==> src/rtl/vend_pkg.sv <==
// vend_pkg: shared states, coin values and default price for the soda vending sequencer
package vend_pkg;
    typedef enum logic [1:0] {COLLECT, VEND, CHANGE} state_t;
    localparam logic [4:0] NICKEL_C = 5'd5;
    localparam logic [4:0] DIME_C = 5'd10;
    localparam logic [4:0] QUARTER_C = 5'd25;
    localparam int PRICE_DEF = 20;
endpackage

==> src/rtl/vend_sequencer_coin_edge_detect.sv <==
// coin_edge_detect: rising-edge detection of the coin buttons with single-press qualification
import vend_pkg::*;
module coin_edge_detect (
    input  logic       clk_i,
    input  logic       reset_ni,
    input  logic       nickel_i,
    input  logic       dime_i,
    input  logic       quarter_i,
    output logic       coin_valid,
    output logic [4:0] coin_value,
    output logic       multi_press
);
    logic [2:0] prev;
    logic [2:0] edges;
    // previous-cycle sample of each button level
    always_ff @(posedge clk_i or negedge reset_ni)
        if (!reset_ni) prev <= '0;
        else prev <= {quarter_i, dime_i, nickel_i};
    assign edges = {quarter_i, dime_i, nickel_i} & ~prev;
    assign coin_valid = $onehot(edges);
    assign multi_press = (edges != '0) && !$onehot(edges);
    assign coin_value = edges[0] ? NICKEL_C : edges[1] ? DIME_C : edges[2] ? QUARTER_C : 5'd0;
endmodule

==> src/rtl/vend_sequencer.sv <==
// vend_sequencer: coin credit accumulation, soda vend handshake and nickel-by-nickel change return
import vend_pkg::*;
module vend_sequencer #(
    parameter int PRICE = PRICE_DEF,
    parameter int CREDIT_W = 6
) (
    input  logic                clk_i,
    input  logic                reset_ni,
    input  logic                nickel_i,
    input  logic                dime_i,
    input  logic                quarter_i,
    input  logic                cancel_i,
    output logic                soda_valid_o,
    input  logic                soda_ready_i,
    output logic                change_valid_o,
    input  logic                change_ready_i,
    output logic [CREDIT_W-1:0] credit_o,
    output logic                busy_o,
    output logic                coin_reject_o
);
    localparam logic [CREDIT_W-1:0] PRICE_W = CREDIT_W'(PRICE);
    localparam logic [CREDIT_W:0] PRICE_X = (CREDIT_W+1)'(PRICE);
    localparam logic [CREDIT_W-1:0] NICKEL_W = CREDIT_W'(NICKEL_C);
    state_t state, state_next;
    logic [CREDIT_W-1:0] credit, credit_next;
    logic [CREDIT_W:0] sum;
    logic coin_valid, multi_press, cancel_prev, cancel_edge, reject_next;
    logic [4:0] coin_value;
    coin_edge_detect u_edge (
        .clk_i(clk_i),
        .reset_ni(reset_ni),
        .nickel_i(nickel_i),
        .dime_i(dime_i),
        .quarter_i(quarter_i),
        .coin_valid(coin_valid),
        .coin_value(coin_value),
        .multi_press(multi_press)
    );
    assign cancel_edge = cancel_i & ~cancel_prev;
    assign sum = {1'b0, credit} + (CREDIT_W+1)'(coin_value);
    // next state, credit update and coin rejection decision
    always_comb begin
        state_next = state;
        credit_next = credit;
        reject_next = multi_press | (coin_valid & (state != COLLECT));
        unique case (state)
            COLLECT:
                if (coin_valid) begin
                    credit_next = sum[CREDIT_W-1:0];
                    state_next = (sum >= PRICE_X) ? VEND : COLLECT;
                end else if (cancel_edge && !multi_press && credit != '0)
                    state_next = CHANGE;
            VEND:
                if (soda_ready_i) begin
                    credit_next = credit - PRICE_W;
                    state_next = (credit_next != '0) ? CHANGE : COLLECT;
                end
            CHANGE:
                if (change_ready_i) begin
                    credit_next = credit - NICKEL_W;
                    state_next = (credit == NICKEL_W) ? COLLECT : CHANGE;
                end
            default: state_next = COLLECT;
        endcase
    end
    // state, credit and registered status outputs
    always_ff @(posedge clk_i or negedge reset_ni)
        if (!reset_ni) begin
            state <= COLLECT;
            credit <= '0;
            cancel_prev <= 1'b0;
            busy_o <= 1'b0;
            coin_reject_o <= 1'b0;
        end else begin
            state <= state_next;
            credit <= credit_next;
            cancel_prev <= cancel_i;
            busy_o <= state_next != COLLECT;
            coin_reject_o <= reject_next;
        end
    assign soda_valid_o = state == VEND;
    assign change_valid_o = state == CHANGE;
    assign credit_o = credit;
endmodule

==> config.mk <==
export PLATFORM = sky130hd
export DESIGN_NAME = vend_sequencer
export DESIGN_NICKNAME = d
export VERILOG_FILES = /design/src/rtl/vend_pkg.sv /design/src/rtl/vend_sequencer_coin_edge_detect.sv /design/src/rtl/vend_sequencer.sv
export SDC_FILE = /design/constraint.sdc
export NUM_CORES = 1
export LEC_CHECK = 0
export CORE_ASPECT_RATIO = 0.6
export CORE_MARGIN = 4
export CORE_UTILIZATION = 54
export DETAILED_ROUTE_END_ITERATION = 10
export PLACE_DENSITY = 0.9
export SETUP_SLACK_MARGIN = 0.2
export SLEW_MARGIN = 40
export SYNTH_ARGS = -nofsm -noshare
export SYNTH_HDL_FRONTEND = slang
export SYNTH_SLANG_ARGS = --single-unit
==> constraint.sdc <==
create_clock -name clk_i -period 3.25 [get_ports clk_i]
set_clock_uncertainty 0.15 [all_clocks]
set_input_delay 0.65 -clock clk_i [delete_from_list [all_inputs] [get_ports clk_i]]
set_output_delay 0.65 -clock clk_i [all_outputs]
set_load 0.02 [all_outputs]
# --- Word level (Yosys, flattened, before mapping) ---
# Cells that the tools add are included.
totals:
  out_inout_bits: 10
  elab_cells: 53
  input_bits: 8
  register_bits: 14
op_classes:
  reduce_logical: 13
  n_lt_le_gt_ge: 1
  bitwise_logic: 6
  eq_ne: 7
  mux: 15
  addsub: 5
op_table:
  columns: ["op", "n"]
  rows:
  - ["$mux 6", 3]
  - ["$pmux 6 s3", 1]
  - ["$mux 5", 3]
  - ["$mux 2", 6]
  - ["$reduce_bool 6->1", 2]
  - ["$add 6x5->7", 1]
  - ["$ge 7x5->1 const B", 1]
  - ["$eq 6x3->1 const B", 1]
  - ["$pmux 2 s3", 1]
  - ["$reduce_bool 3->1", 2]
  - ["$sub 6x3->6 const B", 1]
  - ["$sub 6x5->6 const B", 1]
  - ["$eq 2x1->1 const B", 2]
  - ["$ne 2x1->1 const B", 2]
  - ["$reduce_and 4->1", 1]
  - ["$reduce_bool 2->1", 2]
  - ["$and 3x3->3", 1]
  - ["$logic_and 1x1->1", 3]
  - ["$not 3->3", 1]
  - ["$add 1x1->2", 1]
  - ["$add 2x1->2", 1]
  - ["$and 1x1->1", 2]
  - ["$eq 2x2->1 const B", 1]
  - ["$logic_not 1->1", 2]
  - ["other kinds (5)", 5]

# --- Logic depth before layout (Yosys ltp) ---
logic_depth:
  ltp_word: 14
  mapped_depth: 12
  mapped_depth_nobuf: 12

# --- Modules after synthesis ---
# A second synthesis with hierarchy kept.
hier_totals:
  cells_unflattened: 148
  area_unflattened_um2: 1276.2
modules_own_cells:
  columns: ["mod", "area_per_inst_um2", "cells_each", "seq_area_each_um2", "n_inst"]
  rows:
  - ["vend_sequencer", 1067.3, 129, 275.3, 1]
  - ["coin_edge_detect", 209.0, 19, 75.1, 1]

# --- Least setup slack after synthesis ---
# Ideal clock, no wire load.
synth_path:
  kind: "input port to flip-flop"
  from: "input port quarter_i"
  to: "register busy_o"
  t_arrival_ps: 2648
  setup_ps: 124
  stages: 12
  slack_ps: 327
  n_path_buf: 0
  required_time_ps: 2976
  path_cell_list: "nor2b_1 > nand2_1 > nand2_1 > ha_1 > inv_1 > fa_1 > inv_1 > maj3_2 > nand2b_1 > o21ai_0 > o41a_1 > or2_1"
synth_between:
  elab_chain_cells: 12
  elab_cells_between_ends: 19
  cone_classes: "add/sub: 2; order compare: 1; eq/ne: 1; mux: 7; bitwise: 1; reduce/logical: 7"
synth_lines:
  columns: ["element", "line", "text"]
  rows:
  - ["start, declared", "vend_sequencer.sv:11", "input logic quarter_i,"]
  - ["$and 3x3->3 *", "vend_sequencer_coin_edge_detect.sv:19", "assign edges = {quarter_i, dime_i, nickel_i} & ~prev;"]
  - ["parallel branches: the longest is 8 deep, another holds $add 6x5->7", null, null]
  - ["$mux 2 *", "vend_sequencer.sv:48", "if (coin_valid) begin"]
  - ["$pmux 2 s3 *", "vend_sequencer.sv:46", "unique case (state)"]
  - ["via state_next[0]", "vend_sequencer.sv:24", "state_t state, state_next;"]
  - ["$reduce_bool 2->1 *", "vend_sequencer.sv:78", "busy_o <= state_next != COLLECT;"]
  - ["end signal, assigned", "vend_sequencer.sv:72", "busy_o <= 1'b0;"]
  - ["end signal, assigned", "vend_sequencer.sv:78", null]
  - ["end, declared", "vend_sequencer.sv:18", "output logic busy_o,"]
# Mark *: on every way through the listed nets, which the timed path passes.
# A chain may end at the register's enable or synchronous reset.

# --- Worst setup path in the final report ---
# Same ends and word-level chain as after synthesis.

==> results_dict.tcl <==
set metrics [dict create \
    leakagePower_nw 0.782 \
    cp_common_cell "sky130_fd_sc_hd__nand2_2" \
    syn_nets 172 \
    pin_count 18 \
    unrepaired_setup_endpoints_after_global_routing "false" \
    timing.slew.headroom 0.542 \
    ys.flop_type "sky130_fd_sc_hd__dfrtp_1" \
    holdCritPathClass "input port to register" \
    gr-total-overflow 0 \
    report.final.setup_viol 0 \
    status "finished, final reports clean" \
    die-width_um 70.7 \
    p_total_mw 1.75 \
    multi_input_area_sq_um 890 \
    synth_area_leader_cell "sky130_fd_sc_hd__dfrtp_1" \
    power_density_relative_to_cell_area_mw_per_mm2 1010 \
    start_kind "input port" \
    post_drt_wl_per_cell_um 18.9 \
    drtPass1Iterations 5 \
    cp_data_arrival_time_ns 2.99 \
    max_freq_ghz 0.332 \
    post_synth_inst_count 149 \
    number_of_different_library_cells_in_the_post_synthesis_netlist 43 \
    finish.net_count 211 \
    post_drt_via_cell_ratio 6.26 \
    post_route_cells_drive_above_1_share 0.230 \
    antennaDiodeCount 0 \
    critical_path.cell_chain "clkdlybuf4s15_1, nor2b_4, nand2_2, nand2_2, ha_4, inv_4, fa_2, inv_2, maj3_2, buf_6, nor3b_2, nor3_1, o41a_1, or2_1" \
    global_route_wire_length_before_repair_um 6320 \
    ys_top_cells_by_area "sky130_fd_sc_hd__dfrtp_1 (27%), sky130_fd_sc_hd__ha_1 (13%), sky130_fd_sc_hd__xnor2_1 (4.8%)" \
    route.vias.total 1359 \
    grt_use_total 0.263 \
    seqCellArea_sq_um 350 \
    core_area_sq_mm 0.00221 \
    path_clk_slew_ns 0.06 \
    die_y_um 45.6 \
    dp_hpwl_um 2920 \
    ys_top_cells_by_count "sky130_fd_sc_hd__inv_1 (16), sky130_fd_sc_hd__dfrtp_1 (14), sky130_fd_sc_hd__ha_1 (13)" \
    ant_nets 0 \
    gp_routability_congestion 0.894 \
    cts.path.max_buffers 2 \
    clk-insertion-delay-late_ns 0.25 \
    detail_route.drc_violations 0 \
    report.final.slew_viol_count 0 \
    rows 13 \
    ir_drop_mv 0.657 \
    cp_data_required_time_ns 3.24 \
    final_hold_viol_count 0 \
    syn_area_sq_mm 0.00127 \
    min_period_ns 3.01 \
    layout.cell_area.non_filler_sq_mm 0.00173 \
    cts_buf_count 3 \
    area.growth.synth_to_final_pct 35.6 \
    synth_edf_count 0 \
    timing.setup.tns_ns 0 \
    antenna_found_initial 0 \
    synth.ff_latch_count 14 \
    first_global_vias 1291 \
    portBuffers 17 \
    max_cap_viol_count 0 \
    timing_worst_slew_pin_value_ns 0.685 \
    cts_tree "built" \
    async_sr_flop_fraction 1.00 \
    library_cell_used_as_clock_root_buffer "sky130_fd_sc_hd__clkbuf_8" \
    critical_path.endpoint_type "register" \
    largest_net_degree_at_the_start_of_global_routing 15 \
    clock_sink_count 14 \
    route.final.wire_length_um 4110 \
    critPathKind "input port to register" \
    dieArea_sq_mm 0.00323 \
    postSynthAreaPerCell_sq_um 8.56 \
    n_fill_cell 155 \
    synth_most_common_cell "sky130_fd_sc_hd__inv_1" \
    yosys_warnings 0 \
    layout_worst_path_cycle_share 0.926 \
    synthDominantCellAreaShare 0.275 \
    crit_path_top_delay_cell "sky130_fd_sc_hd__o41a_1" \
    synth_sequential_area_ratio 0.275 \
    post_dp_cell_area_sq_mm 0.00159 \
    h-tree-depth 1 \
    initial_core_util 0.576 \
    dr.first_iter.drc_count 148 \
    worst-path-max-fanout 3 \
    worst_path_largest_cell_delay_ns 0.45 \
]
## through the flow
| step | util | hold WS [ns] | setup slack [ns] | std cells |
|---|---|---|---|---|
| 6_report | 0.782 | 0.477 | 0.242 | 217 |
| 5_1_grt | 0.782 | 0.469 | 0.187 | 217 |
| 4_1_cts | 0.758 | 0.494 | 0.336 | 215 |
| 3_5_place_dp | 0.717 | 0.507 | -0.288 | 208 |
| 3_3_place_gp | 0.717 | 0.510 | -0.144 | 208 |
| 2_1_floorplan | - | 0.204 | 0.327 | 149 |
## worst max-delay path: cells and delay by family
kind / cells / cell delay [ns]
compound gates: 1 / 0.45
fa+ha+maj: 3 / 0.71
buf+inv: 4 / 0.42
simple gates: 6 / 0.76
## placed cells by master (no fill, tap or decap), drive strengths merged, types with 3 or more instances in the layout
cell type      instances
clkdlybuf4s50         14
clkbuf                 4
o211ai                 5
nor2                  12
buf                   21
nand2                 11
ha                    13
dfrtp                 14
xnor2                  7
a21oi                 11
o21ai                  7
inv                   17
nand2b                 5
a21o                   3
a31oi                  3
o22ai                  3
## per-layer routing
layer	up-vias	routed length (um)	global-route usage
met5	-	0	0
met2	100	1870	0.429
li1	612	-	-
met3	17	382	0.0815
met1	630	1770	0.337
met4	0	90	0.0936
## flip-flops by register name, indices dropped and copies added, names as in the netlist
register and cells:
busy_o 1, cancel_prev 1, coin_reject_o 1, credit_o 6, state 2, u_edge.prev 3
## path summary, 6_finish.rpt
path                                          startpoint                        to  slack (ns)  cells past startpoint
worst min-delay path                              dime_i  u_edge.prev[1]$_DFF_PN0_        0.48                      1
worst min register to register  u_edge.prev[0]$_DFF_PN0_   coin_reject_o$_DFF_PN0_        0.53                      3
max in group asynchronous                       reset_ni   credit_o[5]$_DFFE_PN0P_        1.85                      1
worst max register to register  u_edge.prev[1]$_DFF_PN0_          busy_o$_DFF_PN0_        0.38                     13
min in group asynchronous                       reset_ni   credit_o[1]$_DFFE_PN0P_        0.66                      1
worst max-delay path                           quarter_i          busy_o$_DFF_PN0_        0.24                     14
## repair_timing
action / 4_1_cts / 5_1_grt
buffers inserted: 3 / 2
hold buffers: 0 / 0
endpoints found under the hold margin: 0 / 0
setup endpoints to repair: 1 / 1
pin swaps: 7 / 10
gates resized for setup: 10 / 9
## area by class of cell
| class | count | area share |
|---|---|---|
| Clock buffer | 4 | 0.0318 |
| Inverter | 17 | 0.0384 |
| Multi-Input combinational cell | 114 | 0.514 |
| Sequential cell | 14 | 0.203 |
| Tap cell | 30 | 0.0217 |
| Timing Repair Buffer | 38 | 0.191 |
## kinds of logic (layout without fill, tap and decap cells)
kind of cell / Yosys count / count (layout) / synth area share
AO/OA/AOI/OAI: 44 / 44 / 0.237
adder cells (fa/ha/maj): 17 / 17 / 0.177
AND/OR/NAND/NOR: 44 / 44 / 0.186
flip-flops: 14 / 14 / 0.275
XOR/XNOR: 9 / 9 / 0.0618
buffers and inverters: 21 / 59 / 0.0628
## where the power goes
| group | internal (mW) | leakage (nW) | switching [mW] |
|---|---|---|---|
| Sequential | 0.238 | 0.168 | 0.128 |
| Combinational | 0.555 | 0.585 | 0.655 |
| Clock | 0.108 | 0.0288 | 0.0674 |
| Total | 0.901 | 0.782 | 0.850 |
Note: power is estimated with default switching activity, not from simulation.
